### src/rtl/addsub_pkg.sv
// Shared types and helpers for the multi-cycle adder/subtractor.
// Provides the FSM state type and the saturation constant builder.
package addsub_pkg;

    localparam int MAX_W = 256;

    typedef enum logic [1:0] {
        IDLE = 2'd0,
        BUSY = 2'd1,
        DONE = 2'd2
    } state_t;

    // Saturation value for a given width:
    // neg = 0 -> 0x7F..F, neg = 1 -> 0x80..0.
    function automatic logic [MAX_W-1:0] sat_value(
        input int   width,
        input logic neg
    );
        logic [MAX_W-1:0] v;
        v = '0;
        for (int i = 0; i < MAX_W; i++) begin
            if (i < width - 1) begin
                v[i] = ~neg;
            end else if (i == width - 1) begin
                v[i] = neg;
            end
        end
        return v;
    endfunction

endpackage

### src/rtl/addsub_chunk.sv
// CHUNK-bit ripple adder built from 1-bit full adders.
// Ports: a, b, cin -> s, cout, c_msb_in (carry into top bit).
module full_adder_1bit (
    input  logic a,
    input  logic b,
    input  logic cin,
    output logic s,
    output logic cout
);
    assign s    = a ^ b ^ cin;
    assign cout = (a & b) | (cin & (a ^ b));
endmodule

module addsub_chunk #(
    parameter int CHUNK = 4
) (
    input  logic [CHUNK-1:0] a,
    input  logic [CHUNK-1:0] b,
    input  logic             cin,
    output logic [CHUNK-1:0] s,
    output logic             cout,
    output logic             c_msb_in
);
    logic [CHUNK:0] c;

    assign c[0] = cin;

    for (genvar i = 0; i < CHUNK; i++) begin : g_fa
        full_adder_1bit u_fa (
            .a    (a[i]),
            .b    (b[i]),
            .cin  (c[i]),
            .s    (s[i]),
            .cout (c[i+1])
        );
    end

    assign cout     = c[CHUNK];
    assign c_msb_in = c[CHUNK-1];
endmodule

### src/rtl/addsub_seq.sv
// Multi-cycle WIDTH-bit add/sub, CHUNK bits per cycle, LSB first.
// Ports: in_valid/in_ready + A,B,sub,sat; out_valid/out_ready + Sum,Ovfl,Cout,Zero,Neg.
module addsub_seq
    import addsub_pkg::*;
#(
    parameter int WIDTH = 16,
    parameter int CHUNK = 4
) (
    input  logic             clk,
    input  logic             rst_n,
    input  logic             in_valid,
    output logic             in_ready,
    input  logic [WIDTH-1:0] A,
    input  logic [WIDTH-1:0] B,
    input  logic             sub,
    input  logic             sat,
    output logic             out_valid,
    input  logic             out_ready,
    output logic [WIDTH-1:0] Sum,
    output logic             Ovfl,
    output logic             Cout,
    output logic             Zero,
    output logic             Neg
);
    localparam int NCHUNK = WIDTH / CHUNK;
    localparam int CW     = (NCHUNK > 1) ? $clog2(NCHUNK) : 1;
    localparam logic [CW-1:0] LAST = CW'(NCHUNK - 1);

    state_t state_q;
    state_t state_d;
    logic   accept;
    logic   step;
    logic   last;

    logic [WIDTH-1:0] a_q;
    logic [WIDTH-1:0] b_q;
    logic             a_msb_q;
    logic             sat_q;
    logic             carry_q;
    logic [CW-1:0]    cnt_q;

    logic [WIDTH-1:0] sum_q;
    logic             ovfl_q;
    logic             cout_q;
    logic             zero_q;
    logic             neg_q;

    logic [CHUNK-1:0] ch_s;
    logic             ch_cout;
    logic             ch_cmsb;

    logic [WIDTH-1:0] sum_raw;
    logic [WIDTH-1:0] sum_fin;
    logic [WIDTH-1:0] sat_v;
    logic             ovfl_raw;

    always_ff @(posedge clk) begin
        if (!rst_n) begin
            state_q <= IDLE;
        end else begin
            state_q <= state_d;
        end
    end

    always_comb begin
        state_d   = state_q;
        in_ready  = 1'b0;
        out_valid = 1'b0;
        accept    = 1'b0;
        step      = 1'b0;
        last      = 1'b0;
        unique case (state_q)
            IDLE: begin
                in_ready = rst_n;
                if (in_valid && rst_n) begin
                    accept  = 1'b1;
                    state_d = BUSY;
                end
            end
            BUSY: begin
                step = 1'b1;
                if (cnt_q == LAST) begin
                    last    = 1'b1;
                    state_d = DONE;
                end
            end
            DONE: begin
                out_valid = 1'b1;
                if (out_ready) begin
                    state_d = IDLE;
                end
            end
            default: state_d = IDLE;
        endcase
    end

    // Operands shift right so the active chunk is always at the bottom.
    addsub_chunk #(.CHUNK(CHUNK)) u_chunk (
        .a        (a_q[CHUNK-1:0]),
        .b        (b_q[CHUNK-1:0]),
        .cin      (carry_q),
        .s        (ch_s),
        .cout     (ch_cout),
        .c_msb_in (ch_cmsb)
    );

    // Completed low chunks; the final chunk joins combinationally.
    if (NCHUNK > 1) begin : g_acc
        logic [WIDTH-CHUNK-1:0] acc_q;
        logic [WIDTH-1:0]       acc_w;

        assign acc_w   = {ch_s, acc_q};
        assign sum_raw = acc_w;

        always_ff @(posedge clk) begin
            if (!rst_n) begin
                acc_q <= '0;
            end else if (accept) begin
                acc_q <= '0;
            end else if (step) begin
                acc_q <= acc_w[WIDTH-1:CHUNK];
            end
        end
    end else begin : g_noacc
        assign sum_raw = ch_s;
    end

    assign ovfl_raw = ch_cmsb ^ ch_cout;
    assign sat_v    = WIDTH'(sat_value(WIDTH, a_msb_q));
    assign sum_fin  = (sat_q && ovfl_raw) ? sat_v : sum_raw;

    always_ff @(posedge clk) begin
        if (!rst_n) begin
            a_q     <= '0;
            b_q     <= '0;
            a_msb_q <= 1'b0;
            sat_q   <= 1'b0;
            carry_q <= 1'b0;
            cnt_q   <= '0;
        end else if (accept) begin
            a_q     <= A;
            b_q     <= B ^ {WIDTH{sub}};
            a_msb_q <= A[WIDTH-1];
            sat_q   <= sat;
            carry_q <= sub;
            cnt_q   <= '0;
        end else if (step) begin
            a_q     <= a_q >> CHUNK;
            b_q     <= b_q >> CHUNK;
            carry_q <= ch_cout;
            cnt_q   <= last ? '0 : cnt_q + CW'(1);
        end
    end

    always_ff @(posedge clk) begin
        if (!rst_n) begin
            sum_q  <= '0;
            ovfl_q <= 1'b0;
            cout_q <= 1'b0;
            zero_q <= 1'b0;
            neg_q  <= 1'b0;
        end else if (last) begin
            sum_q  <= sum_fin;
            ovfl_q <= ovfl_raw;
            cout_q <= ch_cout;
            zero_q <= (sum_fin == '0);
            neg_q  <= sum_fin[WIDTH-1];
        end
    end

    assign Sum  = sum_q;
    assign Ovfl = ovfl_q;
    assign Cout = cout_q;
    assign Zero = zero_q;
    assign Neg  = neg_q;

endmodule

### config.mk
export PLATFORM = sky130hd
export DESIGN_NAME = addsub_seq
export DESIGN_NICKNAME = d
export VERILOG_FILES = /design/src/rtl/addsub_pkg.sv /design/src/rtl/addsub_chunk.sv /design/src/rtl/addsub_seq.sv
export SDC_FILE = /design/constraint.sdc
export NUM_CORES = 1
export LEC_CHECK = 0
export BUFFER_PORTS_ARGS = -buffer_cell sky130_fd_sc_hd__buf_2
export CAP_MARGIN = 20
export CORE_MARGIN = 2
export CORE_UTILIZATION = 42
export CTS_CLUSTER_DIAMETER = 40
export DETAILED_ROUTE_END_ITERATION = 10
export GPL_ROUTABILITY_DRIVEN = 0
export SYNTH_ARGS = -nofsm -noshare
export SYNTH_HDL_FRONTEND = slang
export SYNTH_HIERARCHICAL = 1
export SYNTH_SLANG_ARGS = --single-unit
### constraint.sdc
create_clock -name clk -period 4.8 [get_ports clk]
set_input_delay 0.48 -clock clk [delete_from_list [all_inputs] [get_ports clk]]
set_output_delay 0.48 -clock clk [all_outputs]
set_load 0.1 [all_outputs]
# Word level (Yosys, flattened, before mapping)
# Cells that the tools add are included.
[word_totals]
reg_bits = 71
input_bits = 38
output_inout_bits = 22
wordCells = 70
[classes]
n_reduce_logical = 7
n_mux = 19
n_bitwise = 24
add_sub_neg = 1
n_eq_ne = 6
[ops]
columns = ["cell", "count"]
rows = [
  ["$mux 16", 5],
  ["$logic_not 16->1", 1],
  ["$xor 16x16->16", 1],
  ["$mux 1", 9],
  ["$xor 1x1->1", 9],
  ["$and 1x1->1", 8],
  ["$mux 2", 4],
  ["$ne 2x2->1 const B", 3],
  ["$pmux 2 s3", 1],
  ["$eq 2x2->1 const B", 2],
  ["$or 1x1->1", 4],
  ["$reduce_and 3->1", 1],
  ["$add 2x1->2 const B", 1],
  ["$eq 2x1->1 const B", 1],
  ["$logic_and 1x1->1", 2],
  ["$logic_not 2->1", 1],
  ["$not 1->1", 2],
  ["$reduce_bool 2->1", 1],
  ["$reduce_or 2->1", 1],
]

# Logic depth before layout (Yosys ltp)
[logic_depth]
word_depth = 13
mapped_depth = 9
depth_no_buf = 8

# By module
# Netlist, hierarchy kept.
[modules_own_cells]
columns = ["module", "area_each_um2", "cells_per_inst", "instances", "seq_area_each_um2"]
rows = [
  ["addsub_seq", 2907.8, 363, 1, 1401.3],
  ["full_adder_1bit", 20.0, 1, 4, 0.0],
]

# Worst setup path after synthesis
# OpenSTA, ideal clock, no wires.
[synth_timing]
path_type = "in2reg"
startpoint = "in rst_n"
endpoint = "reg cnt_q[0]"
arrival_time_ns = 3.760
cell_stages = 5
setup_ns = 0.117
path_slack_ns = 0.923
required_ns = 4.683
n_path_buf = 1
cell_sequence = "nor3b_1 nand2_1 nand2_1 buf_2 nor2_1"
[synth_via]
elab_chain_cells = 4
word_cells_on_any_way = 5
cone_classes = "mux: 2; bitwise: 1; reduce/logical: 2"
[synth_rtl]
columns = ["item", "line_no", "source"]
rows = [
  ["from (decl)", "addsub_seq.sv:10", "input logic rst_n,"],
  ["$logic_and 1x1->1", "addsub_seq.sv:75", "if (in_valid && rst_n) begin"],
  ["$mux 1", "addsub_seq.sv:75", ""],
  ["$mux 1", "addsub_seq.sv:72", "unique case (state_q)"],
  ["$reduce_or 2->1 (no source line) *", "--", ""],
  ["to (signal assigned)", "addsub_seq.sv:151", "cnt_q <= last ? '0 : cnt_q + CW'(1);"],
  ["to (decl)", "addsub_seq.sv:40", "logic [CW-1:0] cnt_q;"],
]
# Every way passes the cells marked *; elsewhere a longest branch is shown, timed or not.
# A chain may end at the register's enable or synchronous reset.

# Final worst setup path
[layout_timing]
startpoint = "reg a_q[0]"
endpoint = "reg zero_q, in the netlist Zero"
[layout_via]
elab_chain_cells = 13
word_cells_on_any_way = 18
cone_classes = "mux: 1; bitwise: 15; reduce/logical: 2"
[layout_rtl]
columns = ["item", "line_no", "source"]
rows = [
  ["from (decl)", "addsub_seq.sv:35", "logic [WIDTH-1:0] a_q;"],
  ["from (signal assigned)", "addsub_seq.sv:148", "a_q <= a_q >> CHUNK;"],
  ["$xor 1x1->1", "addsub_chunk.sv:11", "assign cout = (a & b) | (cin & (a ^ b));"],
  ["$and 1x1->1", "addsub_chunk.sv:11", ""],
  ["$or 1x1->1 *", "addsub_chunk.sv:11", ""],
  ["via u_chunk.c[1]", "addsub_chunk.sv:24", "logic [CHUNK:0] c;"],
  ["$and 1x1->1 *", "addsub_chunk.sv:11", ""],
  ["$or 1x1->1 *", "addsub_chunk.sv:11", ""],
  ["via u_chunk.c[2]", "addsub_chunk.sv:24", ""],
  ["$and 1x1->1 *", "addsub_chunk.sv:11", ""],
  ["$or 1x1->1 *", "addsub_chunk.sv:11", ""],
  ["via ch_cmsb", "addsub_seq.sv:50", "logic ch_cmsb;"],
  ["$and 1x1->1 *", "addsub_chunk.sv:11", ""],
  ["$or 1x1->1 *", "addsub_chunk.sv:11", ""],
  ["via ch_cout", "addsub_seq.sv:49", "logic ch_cout;"],
  ["$xor 1x1->1 *", "addsub_seq.sv:128", "assign ovfl_raw = ch_cmsb ^ ch_cout;"],
  ["$logic_and 1x1->1 *", "addsub_seq.sv:130", "assign sum_fin = (sat_q && ovfl_raw) ? sat_v : sum_raw;"],
  ["$mux 16 *", "addsub_seq.sv:130", ""],
  ["$logic_not 16->1 *", "addsub_seq.sv:166", "zero_q <= (sum_fin == '0);"],
  ["to (signal assigned)", "addsub_seq.sv:166", ""],
  ["to (decl)", "addsub_seq.sv:45", "logic zero_q;"],
]
# Mark *: on every way through the listed nets, which the timed path passes. The rest lies on a longest branch.

==> summary.md <==
| Metric | Value |
|---|---|
| Outcome | `complete, no violations` |
| Tcrit/Tclk final | `69.4%` |
| Vias in the first global route | `approximately 2400` |
| Async set or reset register ratio after synthesis | `0%` |
| WL per Instance | `roughly 14 um` |
| Bufs and invs on worst path | `0` |
| Largest net degree at the start of global routing | `45` |
| Antenna viol nets, final | `0` |
| CTS tree | `yes` |
| Vias per cell | `~5.2` |
| Final-layout fill cell count | `736` |
| Mapped Cells | `367` |
| GR Util All Layers | `19.2%` |
| Final slew viol count | `0` |
| Number of synthesized register bits | `70` |
| H-tree levels | `3` |
| Final-stage net count | `between 400 and 500` |
| Final hold vios | `0` |
| Post-synthesis instance area | `0.00299 mm2` |
| DP Wirelength | `4.61 mm` |
| Clock Skews | `0.0115 ns` |
| Antenna violations before repair | `0` |
| Initial DRT Pass Iterations | `4` |
| Die Area | `just under 0.008 mm2` |
| Slowest stage delay, CP | `about 0.56 ns` |
| Sequential fraction of the synthesis area | `around 47%` |
| Reg-to-reg startpoint | `a_q[0]` |
| CP Depth | `8` |
| Rows | `30` |
| RSZ-0062 raised after global routing | `no` |
| Count leader, synth | `nand2_1` |
| Drt total wl | `6.97 mm` |
| Critical Path AT | `roughly 3.6 ns` |
| Top post-synthesis cells by area | `dfxtp_1 (47%), nand2_1 (12%), a21oi_1 (7.5%)` |
| Die Y | `around 88 um` |
| WHS Path Cells | `3` |
| Clock root buffer | `clkbuf_8` |
| Worst-path clk slew | `about 0.07 ns` |
| Initial core utilization | `43.7%` |
| CP dominant cell by count | `fa_1` |
| Hold_buf cts | `0` |
| Area share of the largest cell type after synthesis | `between 40% and 50%` |
| Max Clock Freq | `300 MHz` |
| Post-route DRC violation count | `0` |
| Proportion of layout cells with a drive suffix above 1 | `between 10% and 20%` |
| Total grt overflow | `0` |
| CP required | `5.08 ns` |
| Worst-skew pair later-pin latency | `between 0.3 and 0.4 ns` |
| Pleak | `roughly 1.4 nW` |
| Hold Path Class | `in2reg` |
| Crit Path Category | `reg2reg` |
| Clock Tree Buf Depth | `2` |
| DR iter-0 viols | `~140` |
| Post-Syn Nets | `slightly above 400` |
| Hold path startpoint | `A[14]` |
| Diodes inserted | `0` |
| PwrDens | `330 mW/mm2` |
| Area of the multi-input gates | `0.00147 mm2` |
| TritonCTS Buffers | `9` |
| First-pass GRT wire length | `between 10 and 15 mm` |
| Core Area | `0.00683 mm2` |
| Worst Hold Slack | `around 0.36 ns` |
| Register-to-Register Path Depth | `8` |
| Number of synthesized flops with an enable pin | `0` |
| Final Cell Area | `between 0.003 and 0.004 mm2` |
| Met3 Usage GRT | `between 5 and 6%` |
| Worst VDD drop | `a little under 0.0002 V` |
| CP cell instances | `fa_1 > fa_1 > fa_1 > fa_1 > xor2_1 > and2_0 > or4_1 > a21oi_1` |
| Synth Flop Type | `dfxtp_1` |
| Post-synth top area cell | `dfxtp_1` |
| Resize count post-CTS | `0` |
| Reg-to-reg slack, setup | `~1.5 ns` |
| Port-buffer cells | `59` |
| YS warnings | `6` |
| Setup violators final | `0` |
| Via count | `roughly 2700` |
| Netlist cell types | `31` |
| RR Endpoint | `Zero` |
| Area growth syn-to-layout | `16.3%` |
| Max Cap Violations | `0` |
| Seq. cell area | `around 0.0014 mm2` |
| Hold Path Sink | `a_q[14]` |
| Die span in x | `~88 um` |
| GRT Max-Usage Layer | `met2` |
| Post-Syn Area per Cell | `between 8 and 9 um2` |
| CP Capture Type | `register` |
| Setup total negative slack | `0 ns` |
| Post-Place Cell Area | `approximately 0.0033 mm2` |
| CP startpoint kind | `register` |
| Period minus WS final | `~3.3 ns` |
| Setup Fix Bufs, Post-CTS | `0` |
| I/O pin cnt | `60` |
| Max stage delay cell, worst path | `or4_1` |
| GR Layer Usage met2 | `30.6%` |
| Post-layout util | `50.9%` |
| Largest delay share family, worst path | `adder cells` |
| Max_slew headroom | `approximately a third` |
| Post-synth top cells | `nand2_1 (92), dfxtp_1 (70), a21oi_1 (45)` |
| CP max FO | `11` |
| CTS sink cnt | `70` |
| Met1 Use GR | `about a quarter` |
| Worst-Margin Slew | `around 0.97 ns` |
## through the flow
stage	std cells	setup slack [ns]	power [mW]
4_1_cts	513	1.46	1.16
2_1_floorplan	367	0.923	0.717
6_report	513	1.47	1.15
3_5_place_dp	497	1.46	0.758
5_1_grt	513	1.30	1.21
3_3_place_gp	497	1.52	0.757
## cell families (layout without fill, tap and decap cells)
group / count (synthesis) / in the layout / share of synthesized area (%)
AND/OR/NAND/NOR: 147 / 147 / 21.0
AO/OA/AOI/OAI: 98 / 98 / 19.4
flip-flops: 70 / 70 / 46.9
buffers and inverters: 30 / 80 / 4.61
XOR/XNOR: 17 / 17 / 4.98
adder cells (fa/ha/maj): 5 / 5 / 3.10
## cell usage in the layout (no fill, tap or decap), types with 3 or more instances in the layout
cell type,synthesis,routed
nand2_1,92,92
dfxtp_1,70,70
buf_2,14,59
a21oi_1,45,45
o21ai_0,24,24
nand3_1,20,20
nor2_1,19,19
xor2_1,17,17
a311oi_1,17,17
clkbuf_8,0,9
a22oi_1,8,8
buf_4,2,4
fa_1,4,4
nor4_1,3,3
clkbuf_1,10,3
clkinv_2,0,3
## flip-flops by register name (all words and copies together) (netlist names), 2 cells and up
register / flops
state_q: 2
Sum: 16
cnt_q: 2
a_q: 16
g_acc.acc_q: 12
b_q: 16
## where the power goes
| part | total (mW) | switching (mW) | internal, mW | leakage, nW |
|---|---|---|---|---|
| Clock | 0.402 | 0.216 | 0.186 | 0.0841 |
| Combinational | 0.127 | 0.0785 | 0.0480 | 0.703 |
| Sequential | 0.617 | 0.0156 | 0.602 | 0.569 |
| Total | 1.15 | 0.310 | 0.836 | 1.36 |
## cell type report
cell class                 instances  area share [%]
clock inverter                     4           0.684
sequential                        70            40.3
clock buffer                      12            3.89
tap                               96            3.46
multi-input combinational        267            42.2
inverter                           1           0.108
timing repair buffer              63            9.36
## worst register-to-register path: stages (launching register included)
cell and delay, ns:
dfxtp_1 0.33, fa_1 0.44, fa_1 0.38, fa_1 0.42, fa_1 0.44, xor2_1 0.22, and2_0 0.33, or4_1 0.56
a21oi_1 0.14
## layer usage
metal / wire length [um] / vias to the layer above
li1: - / 1352
met2: 3270 / 56
met3: 352 / 11
met1: 3250 / 1235
met5: 0 / -
met4: 91 / 0
## worst max path at each step
stage	startpoint	end
2_1_floorplan	rst_n	cnt_q[0]
3_3_place_gp	a_q[0]	Zero
3_5_place_dp	a_q[0]	Zero
4_1_cts	a_q[0]	Zero
5_1_grt	a_q[0]	Zero
6_report	a_q[0]	Zero
No activity file was read; power rests on OpenSTA's default activity.
